$ cat config.mk
export PLATFORM = sky130hd
export DESIGN_NAME = control_sequencer
export DESIGN_NICKNAME = d
export VERILOG_FILES = /design/src/rtl/control_sequencer.sv
export SDC_FILE = /design/constraint.sdc
export NUM_CORES = 1
export LEC_CHECK = 0
export CAP_MARGIN = 20
export CORE_ASPECT_RATIO = 0.5
export CORE_UTILIZATION = 45
export CTS_CLUSTER_SIZE = 24
export DETAILED_ROUTE_END_ITERATION = 12
export PLACE_DENSITY = 0.95
export SYNTH_ARGS = -nofsm -noshare
export SYNTH_HDL_FRONTEND = slang
export SYNTH_SLANG_ARGS = --single-unit
$ cat constraint.sdc
create_clock -name clk -period 4.2 [get_ports clk]
set_clock_uncertainty 0.1 [all_clocks]
set_input_delay 0.42 -clock clk [delete_from_list [all_inputs] [get_ports clk]]
set_output_delay 0.42 -clock clk [all_outputs]
set_load 0.1 [all_outputs]
$ cat src/rtl/control_sequencer.sv
// Hardwired Moore control unit sequencing the bus datapath through fetch/decode/execute.
// Define CU_MULDIV_EN to decode mul/div (LO/HI writeback); otherwise both act as nop.
module control_sequencer #(
    parameter int         MEM_WAIT = 1,
    parameter logic [3:0] ALU_ADD  = 4'd3,
    parameter logic [3:0] ALU_SUB  = 4'd4,
    parameter logic [3:0] ALU_AND  = 4'd5,
    parameter logic [3:0] ALU_OR   = 4'd6,
    parameter logic [3:0] ALU_MUL  = 4'd15,
    parameter logic [3:0] ALU_DIV  = 4'd14
) (
    input  logic        clk,
    input  logic        reset,
    input  logic [31:0] IRval,
    output logic        PCout, Zlowout, Zhighout, MDRout, Cout, Rout, BAout,
    output logic        PCin, IRin, MARin, MDRin, Yin, Zin, Rin, HIin, LOin,
    output logic        GRA, GRB, GRC,
    output logic        IncPc,
    output logic        read, write,
    output logic [1:0]  mdr_read,
    output logic [3:0]  control,
    output logic        run,
    output logic [4:0]  state_D
);
    typedef enum logic [4:0] {
        S_IDLE = 5'd0, S_T0 = 5'd1, S_T1 = 5'd2, S_T2 = 5'd3, S_T3 = 5'd4,
        S_T4 = 5'd5, S_T5 = 5'd6, S_T6 = 5'd7, S_T7 = 5'd8, S_HALT = 5'd31
    } state_t;

    typedef struct packed {
        logic pcout, zlowout, zhighout, mdrout, cout, rout, baout;
        logic pcin, irin, marin, mdrin, yin, zin, rin, hiin, loin;
        logic gra, grb, grc, incpc, rd, wr;
        logic [1:0] mdr_sel;
        logic [3:0] alu;
        logic run;
    } ctrl_t;

    localparam logic [2:0] WAIT_LOAD = 3'(MEM_WAIT - 1);

    state_t     r_state, w_next_state;
    logic [2:0] r_cnt, w_next_cnt;
    ctrl_t      r_ctrl, w_ctrl;

    logic [4:0] w_opcode;
    logic       w_is_alu3, w_is_imm, w_is_ldi, w_is_ld, w_is_st, w_is_jr, w_is_halt;
    logic       w_is_muldiv, w_is_addr;
    logic [3:0] w_alu_op;
    logic       w_unused_ir;

    assign w_opcode    = IRval[31:27];
    assign w_unused_ir = ^IRval[26:0];

    always_comb begin
        w_is_alu3 = w_opcode inside {5'd3, 5'd4, 5'd5, 5'd6};
        w_is_imm  = w_opcode inside {5'd12, 5'd13, 5'd14};
        w_is_ldi  = (w_opcode == 5'd1);
        w_is_ld   = (w_opcode == 5'd0);
        w_is_st   = (w_opcode == 5'd2);
        w_is_jr   = (w_opcode == 5'd20);
        w_is_halt = (w_opcode == 5'd25);
`ifdef CU_MULDIV_EN
        w_is_muldiv = (w_opcode == 5'd15) || (w_opcode == 5'd16);
`else
        w_is_muldiv = 1'b0;
`endif
        w_is_addr = w_is_ldi | w_is_ld | w_is_st;
        case (w_opcode)
            5'd4:         w_alu_op = ALU_SUB;
            5'd5, 5'd13:  w_alu_op = ALU_AND;
            5'd6, 5'd14:  w_alu_op = ALU_OR;
            5'd15:        w_alu_op = ALU_MUL;
            5'd16:        w_alu_op = ALU_DIV;
            default:      w_alu_op = ALU_ADD;
        endcase
    end

    // Memory waits: the counter is loaded on entry and the state holds until it reaches 0.
    always_comb begin
        w_next_state = S_IDLE;
        w_next_cnt   = 3'd0;
        case (r_state)
            S_IDLE: w_next_state = S_T0;
            S_T0: begin
                w_next_state = S_T1;
                w_next_cnt   = WAIT_LOAD;
            end
            S_T1: begin
                if (r_cnt == 3'd0) begin
                    w_next_state = S_T2;
                end else begin
                    w_next_state = S_T1;
                    w_next_cnt   = r_cnt - 3'd1;
                end
            end
            S_T2: w_next_state = S_T3;
            S_T3: begin
                if (w_is_halt)
                    w_next_state = S_HALT;
                else if (w_is_alu3 || w_is_imm || w_is_addr || w_is_muldiv)
                    w_next_state = S_T4;
                else
                    w_next_state = S_T0;
            end
            S_T4: w_next_state = S_T5;
            S_T5: begin
                if (w_is_ld) begin
                    w_next_state = S_T6;
                    w_next_cnt   = WAIT_LOAD;
                end else if (w_is_st || w_is_muldiv) begin
                    w_next_state = S_T6;
                end else begin
                    w_next_state = S_T0;
                end
            end
            S_T6: begin
                if (w_is_ld && r_cnt != 3'd0) begin
                    w_next_state = S_T6;
                    w_next_cnt   = r_cnt - 3'd1;
                end else if (w_is_ld) begin
                    w_next_state = S_T7;
                end else if (w_is_st) begin
                    w_next_state = S_T7;
                    w_next_cnt   = WAIT_LOAD;
                end else begin
                    w_next_state = S_T0;
                end
            end
            S_T7: begin
                if (w_is_st && r_cnt != 3'd0) begin
                    w_next_state = S_T7;
                    w_next_cnt   = r_cnt - 3'd1;
                end else begin
                    w_next_state = S_T0;
                end
            end
            S_HALT: w_next_state = S_HALT;
            default: w_next_state = S_IDLE;
        endcase
    end

    // Strobes are decoded from the state being entered so they register in step with it.
    always_comb begin
        w_ctrl     = '0;
        w_ctrl.run = (w_next_state != S_IDLE) && (w_next_state != S_HALT);
        case (w_next_state)
            S_T0: begin
                w_ctrl.pcout = 1'b1; w_ctrl.marin = 1'b1; w_ctrl.incpc = 1'b1;
                w_ctrl.zin   = 1'b1; w_ctrl.alu   = ALU_ADD;
            end
            S_T1: begin
                w_ctrl.zlowout = 1'b1; w_ctrl.pcin = 1'b1; w_ctrl.rd = 1'b1;
                w_ctrl.mdr_sel = 2'b01; w_ctrl.mdrin = (w_next_cnt == 3'd0);
            end
            S_T2: begin
                w_ctrl.mdrout = 1'b1; w_ctrl.irin = 1'b1;
            end
            S_T3: begin
                if (w_is_alu3 || w_is_imm) begin
                    w_ctrl.grb = 1'b1; w_ctrl.rout = 1'b1; w_ctrl.yin = 1'b1;
                end else if (w_is_addr) begin
                    w_ctrl.grb = 1'b1; w_ctrl.baout = 1'b1; w_ctrl.yin = 1'b1;
                end else if (w_is_jr) begin
                    w_ctrl.gra = 1'b1; w_ctrl.rout = 1'b1; w_ctrl.pcin = 1'b1;
                end else if (w_is_muldiv) begin
                    w_ctrl.gra = 1'b1; w_ctrl.rout = 1'b1; w_ctrl.yin = 1'b1;
                end
            end
            S_T4: begin
                w_ctrl.zin = 1'b1;
                w_ctrl.alu = w_alu_op;
                if (w_is_alu3) begin
                    w_ctrl.grc = 1'b1; w_ctrl.rout = 1'b1;
                end else if (w_is_muldiv) begin
                    w_ctrl.grb = 1'b1; w_ctrl.rout = 1'b1;
                end else begin
                    w_ctrl.cout = 1'b1;
                    if (w_is_addr) w_ctrl.alu = ALU_ADD;
                end
            end
            S_T5: begin
                w_ctrl.zlowout = 1'b1;
                if (w_is_ld || w_is_st) begin
                    w_ctrl.marin = 1'b1;
                end else if (w_is_muldiv) begin
`ifdef CU_MULDIV_EN
                    w_ctrl.loin = 1'b1;
`endif
                end else begin
                    w_ctrl.gra = 1'b1; w_ctrl.rin = 1'b1;
                end
            end
            S_T6: begin
                if (w_is_ld) begin
                    w_ctrl.rd = 1'b1; w_ctrl.mdr_sel = 2'b01;
                    w_ctrl.mdrin = (w_next_cnt == 3'd0);
                end else if (w_is_st) begin
                    w_ctrl.gra = 1'b1; w_ctrl.rout = 1'b1; w_ctrl.mdrin = 1'b1;
                end else begin
`ifdef CU_MULDIV_EN
                    w_ctrl.zhighout = 1'b1; w_ctrl.hiin = 1'b1;
`endif
                end
            end
            S_T7: begin
                if (w_is_st) begin
                    w_ctrl.wr = 1'b1;
                end else begin
                    w_ctrl.mdrout = 1'b1; w_ctrl.gra = 1'b1; w_ctrl.rin = 1'b1;
                end
            end
            default: w_ctrl = '0;
        endcase
    end

    always_ff @(posedge clk or posedge reset) begin
        if (reset) begin
            r_state <= S_IDLE;
            r_cnt   <= 3'd0;
            r_ctrl  <= '0;
        end else begin
            r_state <= w_next_state;
            r_cnt   <= w_next_cnt;
            r_ctrl  <= w_ctrl;
        end
    end

    assign PCout    = r_ctrl.pcout;
    assign Zlowout  = r_ctrl.zlowout;
    assign Zhighout = r_ctrl.zhighout;
    assign MDRout   = r_ctrl.mdrout;
    assign Cout     = r_ctrl.cout;
    assign Rout     = r_ctrl.rout;
    assign BAout    = r_ctrl.baout;
    assign PCin     = r_ctrl.pcin;
    assign IRin     = r_ctrl.irin;
    assign MARin    = r_ctrl.marin;
    assign MDRin    = r_ctrl.mdrin;
    assign Yin      = r_ctrl.yin;
    assign Zin      = r_ctrl.zin;
    assign Rin      = r_ctrl.rin;
    assign HIin     = r_ctrl.hiin;
    assign LOin     = r_ctrl.loin;
    assign GRA      = r_ctrl.gra;
    assign GRB      = r_ctrl.grb;
    assign GRC      = r_ctrl.grc;
    assign IncPc    = r_ctrl.incpc;
    assign read     = r_ctrl.rd;
    assign write    = r_ctrl.wr;
    assign mdr_read = r_ctrl.mdr_sel;
    assign control  = r_ctrl.alu;
    assign run      = r_ctrl.run;
    assign state_D  = r_state;
endmodule

; Yosys cells after proc, flatten, opt, wreduce, memory -nomap -nowiden
; Cells that the tools add are included.
[word_totals]
input_bits = 34
output_inout_bits = 34
word_cells = 129
reg_bits = 32
[classes]
n_reduce_logical = 19
addsub = 1
bitwise_logic = 2
n_eq_ne = 31
n_mux = 54
[ops]
columns = op, count
row1 = $eq 5x3->1 const B, 11
row2 = $pmux 5 s10, 1
row3 = $eq 5x2->1 const B, 6
row4 = $eq 5x4->1 const B, 6
row5 = $mux 1, 27
row6 = $mux 4, 6
row7 = $eq 5x5->1 const B, 4
row8 = $pmux 4 s5, 1
row9 = $mux 3, 6
row10 = $eq 5x1->1 const B, 3
row11 = $pmux 1 s2, 7
row12 = $logic_not 5->1, 2
row13 = $pmux 3 s3, 1
row14 = $pmux 4 s2, 1
row15 = $reduce_or 2->1, 4
row16 = $reduce_or 8->1, 1
row17 = $logic_not 3->1, 2
row18 = $reduce_bool 3->1, 2
row19 = $mux 5, 1
row20 = $ne 5x5->1 const B, 1
row21 = $reduce_bool 5->1, 1
row22 = $pmux 1 s4, 1
row23 = $reduce_bool 4->1, 1
row24 = $logic_and 1x1->1, 3
row25 = other kinds (5), 8

; Longest topological paths before layout
; Gate-level depths: netlist (run 1).
[depth]
depth_word = 10
depth_mapped = 7
ltp_nobuf = 7

; Worst setup path after synthesis (run 1)
; OpenSTA, ideal clock, no wires.
[synth_path]
path_type = register to register
from = register r_state[0], in the netlist state_D[0]
to = register r_ctrl (netlist bit MARin)
synth_period_minus_slack_ps = 2400
n_path_buf = 1
t_required_ps = 4004
stages_incl_launch_ff = 6
slack_ps = 1800
setup_time_ps = 96
t_arrival_ps = 2204
path_cell_list = dfrtp_1 buf_2 nor3_1 a21boi_0 nand3_2 o31ai_1
[synth_lines]
columns = element, line
row1 = "start, declared", 41  ; state_t r_state, w_next_state;
row2 = "start signal, assigned", 222  ; r_state <= w_next_state;
row3 = "end signal, assigned", 224  ; r_ctrl <= w_ctrl;
row4 = "end, declared", 43  ; ctrl_t r_ctrl, w_ctrl;

==> results of run 1 <==
[power groups by stage]
stage	clock network, mW	logic (mW)	registers, mW
after global routing	0.311	0.0564	0.289
after CTS	0.297	0.0511	0.290
final	0.293	0.0527	0.290
after global placement	0	0.0494	0.295
after floorplan	0	0.0398	0.299
after detailed placement	0	0.0508	0.295
[synthesized netlist by cell type, types with 3 or more instances]
master	instances	area [sq um]
clkbuf_1	5	18.77
nand3_2	3	30.03
nor3_1	3	15.01
dfrtp_1	30	750.7
buf_4	7	52.55
o21ai_0	5	25.02
nor2_1	10	37.54
or3_1	3	18.77
nor4_1	6	37.54
nand3_1	6	30.03
nor2b_1	8	50.05
nand2b_1	4	25.02
nand2_1	10	37.54
inv_1	11	41.29
a21oi_1	3	15.01
[logic make-up after synthesis]
group	count (synthesis)	share of synthesized area, %
other	1	0.2403
AO/OA/AOI/OAI	34	17.08
buffers and inverters	26	8.581
AND/OR/NAND/NOR	64	23.26
flip-flops	30	48.12
XOR/XNOR	2	1.123
adder cells (fa/ha/maj)	2	1.604
[layout make-up]
type                       instances  area (sq um)
fill                             240          1132
sequential                        30         750.7
multi-input combinational        107         690.7
timing repair buffer              37         375.4
clock buffer                       6         82.58
tap                               40         50.05
inverter                          11         41.29
clock inverter                     1         30.03
[metrics by stage]
stage / instance area, sq um / setup slack (ps) / util (%)
floorplan: 1575 / 1800 / -
global placement: 1893 / 1285 / 60.04
detailed placement: 1893 / 1209 / 60.04
CTS: 2006 / 1475 / 63.61
global route: 2021 / 1273 / 64.09
finish: 2021 / 1428 / 64.09
[routing by layer]
metal  up-vias  GRT usage (%)  part of all wire (%)
li1        615              -                     -
met5         -              0                     0
met1       621          26.14                    45
met3         9          5.333                   6.2
met2        39          33.23                    47
met4         0          9.667                   2.0
[layout by cell type (no fill, tap or decap), drive strengths merged, types with 2 or more instances in the layout]
cell,instances
o2111ai,2
clkdlybuf4s50,36
o21a,2
conb,5
clkbuf,6
or3,4
xnor2,2
a21oi,4
nand2,11
inv,11
nand3,9
a21bo,2
ha,2
nor2,10
nand2b,4
nor2b,8
and3,2
o21ai,5
a21o,2
a31oi,2
dfrtp,30
nor3,3
nand3b,2
nor4,6
[worst reg2reg max path, delay by kind of cell (launching register included)]
kind	cells	cell delay, ps
AO/OA/AOI/OAI	2	1030
AND/OR/NAND/NOR	3	730
flip-flops	1	520
[worst min path at each step]
stage,end,cells past startpoint,startpoint
floorplan,r_cnt[0],1,r_cnt[0]
detailed placement,r_cnt[0],1,r_cnt[0]
global placement,r_cnt[0],1,r_cnt[0]
finish,r_cnt[0],1,r_cnt[0]
CTS,r_cnt[0],1,r_cnt[0]
global route,r_cnt[0],1,r_cnt[0]
==> results.md, run 1 <==
* Total power at 635.5 uW
* Worst endpoint data arrival time at 2850 ps
* Hold Buf Count CTS at 0
* Clk pwr share at 46.1%
* Post-synth EDFFs at 0
* Crit path max-delay family: compound AO/OA/AOI/OAI gates
* Layout cells sized above 1 at 9.896%
* Status: completed
* Clock transition at path regs at ~70 ps
* DP HPWL at 2.518 mm
* Final GP Congestion at 0.9458
* Register-to-register setup slack at 1710 ps
* Non-Filler Instances at 232
* Row count at 14
* Die area at 3721 sq um
* Critical Path Source Type: input port
* Synthesized area per cell at 9.813 sq um
* Required @ worst endpoint at about 4300 ps
* Yosys cell types at 51
* Drt total wl at 3.513 mm
* Pwr/cell area at 314.5 nW/um^2
* Critical-path cell list: clkdlybuf4s50_1 > nand2b_1 > nor4_1 > a21boi_0 > nand3_2 > o31ai_1
* Clk sinks at 30
* CP endpoint kind: flop
* Setup crit start: IRval[28]
* Final Cycle Share at between 60% and 70%
* Switching Share at 22.61%
* H-tree levels at 2
* Drt first pass iters at 4
* Inserted Clock Buffers at 5
* Min cycle time layout at 2772 ps
* GRT Resource Usage Total at around a fifth
* FF-to-FF Start: state_D[1]
* CP peak stage delay at 770 ps
* Hold Path Class: flop to flop
* Core ar. at 3153 sq um
* Vias in the first global route at 1167
* Max Buffers Root-to-Sink at 2
* TNS Setup at 0 ps
* Clk_lat worst skew at 280 ps
* Yosys Warn Count at 0
* DRC at 0
* Port Buffers at 36
* Layout area overhead at 29.51%
* Nets@finish at 228
* Post-route ant nets at 0
* Post_cts resized at 0
* Detailed-route via count at 1284
* WP buf/inv at 1
* TritonCTS clock tree: yes
* WP depth at 6
* Routed length per instance at 15.14 um
* Synth Instances at 159
* Crit path kind: input port to flop
* CTS root buf: clkbuf_8
* Worst-Margin Slew at 996.4 ps
* P_sw at ~140 uW
* Ant diodes at 0
* CP max FO at 15
* Fmax at 360.8 MHz
* Vias per inst at 5.534
* Largest net degree at the start of global routing at 31
* Starting density of the core at 49.48%
* I/O pin count at 68
* Async S/R FF share, synth at 100.0%
* Peak VDD IR at about 150 uV
* Placed insts at 224
* Total congestion overflow at 0
* Hold Slack at ~340 ps
* Global-route wire length before repair at 5.582 mm
* Seq/Total Area, Yosys at 48.12%
* RSZ-0062 raised after global routing: no
* Reg2reg end: MARin
* Die span in x at 85.28 um
* Setup Buffers After CTS at 0
* Leakage power at between 0.8 and 0.9 nW
* CP max stage cell: clkdlybuf4s50_1
* Hold Violations, Final at 0
* Max FFs per register at 5
* Die Span Y at 43.64 um
* Seq cells post-synth at 30
* # setup viols final at 0
* Relative slew slack at 33.36%
* Combinational cell fraction of total power at 8.3%
* Internal power at approximately 490 uW
* Crit path capture: MARin
* Flop pwr share at 45.6%
* Post-synthesis cell area at 1560 sq um
* Initial antenna violation count at 0
* Max-slew violations at 0
* Max-cap viol count at 0
* Main synth FF type: dfrtp_1
* FF-to-FF path depth at 5
* Starting DRC count in detailed routing at 133
No activity file was read; power rests on OpenSTA's default activity.
==> run 2, diff against run 1 <==
CORE_UTILIZATION = 38   (was 45)
PLACE_DENSITY = 0.86   (was 0.95)
clock period = 2.5 ns   (was 4.2 ns; I/O delays follow)
==> results.md, run 2 (same netlist as run 1, synthesis figures left out) <==
* Starting density of the core at 39.76% (was 49.48%)
* Hold Buf Count CTS at 0 (unchanged)
* Pwr/cell area at 490.0 nW/um^2 (was 314.5 nW/um^2)
* H-tree levels at 2 (unchanged)
* Total power at 979.1 uW (was 635.5 uW)
* Global-route wire length before repair at 5.388 mm (was 5.582 mm)
* Critical Path Source Type: input port (unchanged)
* Peak VDD IR at 194.1 uV (was 148.6 uV)
* Clock transition at path regs at 60 ps (was 70 ps)
* Max FFs per register at 5 (unchanged)
* Die area at 4382 sq um (was 3721 sq um)
* Max-slew violations at 0 (unchanged)
* Crit path kind: input port to flop (unchanged)
* Final Cell Area at 1998 sq um (was 2021 sq um)
* Vias in the first global route at 1187 (was 1167)
* Hold Violations, Final at 0 (unchanged)
* CTS root buf: clkbuf_8 (unchanged)
* Fmax at 498.3 MHz
* Core ar. at 3924 sq um (was 3153 sq um)
* Worst endpoint data arrival time at 2050 ps (was 2850 ps)
* CP max FO at 5 (was 15)
* Largest net degree at the start of global routing at 31 (unchanged)
* I/O pin count at 68 (unchanged)
* Status: completed (unchanged)
* Layout cells sized above 1 at 28.86% (was 9.896%)
* Die span in x at 92.62 um (was 85.28 um)
* Vias per inst at 5.129 (was 5.534)
* Detailed-route via count at 1308 (was 1284)
* TritonCTS clock tree: yes (unchanged)
* TNS Setup at 0 ps (unchanged)
* WP buf/inv at 1 (unchanged)
* CP peak stage delay at 590 ps (was 770 ps)
* Clk sinks at 30 (unchanged)
* CP max stage cell: or4_4 (was clkdlybuf4s50_1)
* Critical-path cell list: clkdlybuf4s50_1 > or4_4 > o31a_1 > o22a_2 > nand3_2 > a31oi_1 (was clkdlybuf4s50_1 > nand2b_1 > nor4_1 > a21boi_0 > nand3_2 > o31ai_1)
* Setup Buffers After CTS at 0 (unchanged)
* Layout area overhead at 28.07% (was 29.51%)
* Drt total wl at 3.438 mm (was 3.513 mm)
* Inserted Clock Buffers at 5 (unchanged)
* Max-cap viol count at 0 (unchanged)
* Total congestion overflow at 0 (unchanged)
* Most common cell after layout, fill and taps aside: buf_4 (was clkdlybuf4s50_1)
* RSZ-0062 raised after global routing: no (unchanged)
* Ant diodes at 0 (unchanged)
* Required @ worst endpoint at 2550 ps (was 4280 ps)
* Initial antenna violation count at 0 (unchanged)
* # setup viols final at 0 (unchanged)
* Final GP Congestion at 0.8531 (was 0.9458)
* CP endpoint kind: flop (unchanged)
* Post_cts resized at 0 (unchanged)
* Hold Path Class: input port to async pin (was flop to flop)
* DP HPWL at 2.525 mm (was 2.518 mm)
* Final core occ at 50.92% (was 64.09%)
* Max Buffers Root-to-Sink at 2 (unchanged)
* Leakage power at 0.9704 nW (was 0.8937 nW)
* Die Span Y at 47.31 um (was 43.64 um)
* Most frequent cells in the layout: buf_4, dfrtp_1, inv_1 (was clkdlybuf4s50_1, dfrtp_1, inv_1)
* Drt first pass iters at 4 (unchanged)
* Routed length per instance at 13.48 um (was 15.14 um)
* Clk_lat worst skew at 280 ps (about the same)
* Nets@finish at 236 (was 228)
* Port Buffers at 36 (unchanged)
* Row count at 16 (was 14)
* Final Cycle Share at 80.27%
* Post-DP Area at 1903 sq um (was 1893 sq um)
* Post-route ant nets at 0 (unchanged)
* DRC at 0 (unchanged)
* Crit path max-delay family: simple AND/OR/NAND/NOR gates (was compound AO/OA/AOI/OAI gates)
* # fillers at 360 (was 240)
* Starting DRC count in detailed routing at 52 (was 133)
* GRT Resource Usage Total at 16.62% (was 20.36%)
* Hold Slack at 233.3 ps (was 339.7 ps)
* Min cycle time layout at 2007 ps
==> run 2: final timing paths <==
kind / depth (start not counted) / endpoint / start / slack (ps)
setup / recovery: 6 / control[0] / IRval[27] / 490
setup reg to reg: 5 / MARin / state_D[1] / 560
max in group asynchronous: 3 / r_cnt[1] / reset / 1780
hold / removal: 3 / control[3] / reset / 230
hold reg to reg: 1 / r_cnt[0] / r_cnt[0] / 340
min in group clk: 1 / r_cnt[0] / r_cnt[0] / 340
==> run 2: worst register-to-register path, cell delays in order (launching register included) <==
cell,delay (ps)
dfrtp_1,530
and3_1,290
nand3_1,140
a21boi_0,320
nand3_2,240
o31ai_1,240
==> run 2: layout make-up <==
class	instances	area (sq um)	area share [%]
Multi-Input combinational cell	107	690.7	34.56
Tap cell	54	67.56	3.381
Clock buffer	6	82.58	4.133
Inverter	11	41.29	2.066
Sequential cell	30	750.7	37.57
Clock inverter	2	12.51	0.6262
Timing Repair Buffer	45	352.8	17.66
==> run 2: where the power goes <==
| part | internal [mW] | switching, mW | total [mW] |
|---|---|---|---|
| clock | 0.221 | 0.178 | 0.399 |
| combinational | 0.0259 | 0.0681 | 0.0939 |
| sequential | 0.486 | 0.000177 | 0.487 |
==> run 2: through the flow <==
step / std cells / worst slack [ps]
finish: 255 / 493.4
global placement: 247 / 226.8
detailed placement: 247 / 219.7
CTS: 255 / 511.6
global route: 255 / 330.3
floorplan: 163 / 99.82
==> run 2: layer usage <==
metal  global-route usage (%)  share of wire [%]
met4                    8.615                3.0
met3                    4.207                5.5
met5                        0                  0
met1                    20.67                 45
met2                    28.15                 46
==> run 3, diff against run 2 <==
CORE_UTILIZATION = 42   (was 38)
PLACE_DENSITY = 0.9   (was 0.86)
clock period = 1.9 ns   (was 2.5 ns; I/O delays follow)
==> results.md, run 3 (same netlist as run 1, synthesis figures left out) <==
* Routed length per instance at 14.76 um (was 13.48 um)
* Hold Buf Count CTS at 0 (unchanged)
* Final Cycle Share at 98.25%
* Post-route ant nets at 0 (unchanged)
* Status: completed (unchanged)
* Min cycle time layout at 1867 ps
* Detailed-route via count at 1477 (was 1308)
* Setup Buffers After CTS at 0 (unchanged)
* DRC at 0 (unchanged)
* CTS root buf: clkbuf_8 (unchanged)
* TritonCTS clock tree: yes (unchanged)
* Row count at 15 (was 16)
* Hold Slack at 180.6 ps (was 233.3 ps)
* Critical-path cell list: clkdlybuf4s50_1 > or4_4 > a21oi_2 > a21bo_4 > buf_4 > o211a_1 > nand3_2 (was clkdlybuf4s50_1 > or4_4 > o31a_1 > o22a_2 > nand3_2 > a31oi_1)
* Pwr/cell area at 570.5 nW/um^2 (was 490.0 nW/um^2)
* Vias in the first global route at 1314 (was 1187)
* # setup viols final at 0 (unchanged)
* Inserted Clock Buffers at 5 (unchanged)
* CP peak stage delay at 550 ps (was 590 ps)
* CP endpoint kind: flop (unchanged)
* Non-Filler Instances at 270 (was 255)
* WP buf/inv at 2 (was 1)
* Peak VDD IR at 221.4 uV (was 194.1 uV)
* H-tree levels at 2 (unchanged)
* Clk sinks at 30 (unchanged)
* Clk_lat worst skew at 290 ps (was 280 ps)
* Max Buffers Root-to-Sink at 2 (unchanged)
* Initial antenna violation count at 0 (unchanged)
* Max-cap viol count at 0 (unchanged)
* Relative slew slack at between 60 and 70%
* DP Worst Slack at -337.5 ps (was 219.7 ps)
* Crit path kind: input port to flop (unchanged)
* Final GP Congestion at 0.8627 (was 0.8531)
* Required @ worst endpoint at 2030 ps (was 2550 ps)
* Global-route wire length before repair at 5.678 mm (was 5.388 mm)
* Layout cells sized above 1 at 40.18% (was 28.86%)
* Drt first pass iters at 4 (unchanged)
* Most frequent cells in the layout: buf_4, dfrtp_1, inv_1 (unchanged)
* Nets@finish at 254 (was 236)
* Die area at 3978 sq um (was 4382 sq um)
* CP max stage cell: or4_4 (unchanged)
* Most common cell after layout, fill and taps aside: buf_4 (unchanged)
* CP max FO at 5 (unchanged)
* Die span in x at 88.20 um (was 92.62 um)
* Placed insts at 262 (was 247)
* Core ar. at 3491 sq um (was 3924 sq um)
* Largest net degree at the start of global routing at 31 (unchanged)
* Hold Path Class: input port to async pin (unchanged)
* Drt total wl at 3.985 mm (was 3.438 mm)
* Vias per inst at 5.470 (was 5.129)
* Ant diodes at 0 (unchanged)
* Fmax at 535.7 MHz
* Final core occ at 63.48% (was 50.92%)
* I/O pin count at 68 (unchanged)
* Clock transition at path regs at 70 ps (was 60 ps)
* Max-slew violations at 0 (unchanged)
* Starting density of the core at 44.70% (was 39.76%)
* Starting DRC count in detailed routing at 163 (was 52)
* Hold Violations, Final at 0 (unchanged)
* Die Span Y at 45.10 um (was 47.31 um)
* Total congestion overflow at 0 (unchanged)
* Worst endpoint data arrival time at 1990 ps (was 2050 ps)
* Crit path max-delay family: simple AND/OR/NAND/NOR gates (unchanged)
* Worst-Margin Slew at about 480 ps
* Critical Path Source Type: input port (unchanged)
* Leakage power at 1.098 nW (was 0.9704 nW)
* Port Buffers at 36 (unchanged)
* GRT Resource Usage Total at 19.89% (was 16.62%)
* PnR worst setup slack at 33.21 ps (was 493.4 ps)
* # fillers at 261 (was 360)
* Max FFs per register at 5 (unchanged)
* DP HPWL at 2.753 mm (was 2.525 mm)
* Layout area overhead at 42.02% (was 28.07%)
[run 3: layout make-up]
type	count	area [sq um]	area share [%]
flip-flops and latches	30	757.0	34.16
clock buffers	6	72.57	3.275
repair buffers	63	526.8	23.77
inverters	11	41.29	1.863
clock inverters	2	10.01	0.4517
multi-input cells	107	744.5	33.60
well taps	51	63.81	2.880
[run 3: worst paths after layout]
| check | from | end | slack, ps | cells past startpoint |
|---|---|---|---|---|
| worst max-delay path | IRval[30] | run | 30 | 7 |
| worst min-delay path | reset | BAout | 180 | 3 |
| worst max register to register | r_cnt[0] | MARin | 60 | 7 |
| worst min register to register | r_cnt[0] | r_cnt[0] | 350 | 1 |
| max in group asynchronous | reset | state_D[4] | 1210 | 3 |
| min in group clk | IRval[31] | GRC | 290 | 3 |
[run 3: timing repair]
| action | 4_1_cts | 5_1_grt |
|---|---|---|
| endpoints found under the setup margin | 4 | 9 |
| pin swaps | 2 | 7 |
| gates resized for setup | 2 | 11 |
[run 3: where the power goes]
part	switching, mW	total [mW]	internal, mW
clock network	0.241	0.494	0.253
logic	0.0918	0.129	0.0376
registers	0.000391	0.640	0.640
[run 3: stage by stage]
stage | area (sq um) | TNS, ps | power (mW)
final | 2216 | 0 | 1.264
after global routing | 2216 | -30.21 | 1.301
after CTS | 2160 | 0 | 1.271
after detailed placement | 2078 | -3932 | 0.7807
after global placement | 2078 | -3137 | 0.7765
after floorplan | 1582 | -55.06 | 0.7480
[run 3: worst reg2reg max path: stages, from the launching register on]
cell	delay, ps
dfrtp_1	380
inv_1	90
ha_2	230
nor2b_4	230
o31a_1	170
o22a_2	230
nand2_1	90
o31ai_1	230
[run 3: metal layers]
layer / vias up / wire length (um) / global-route usage (%)
met5: - / 0 / 0
met4: 0 / 78 / 12.90
met3: 14 / 313 / 5.484
met2: 82 / 1942 / 33.23
met1: 704 / 1651 / 23.30
li1: 677 / - / -
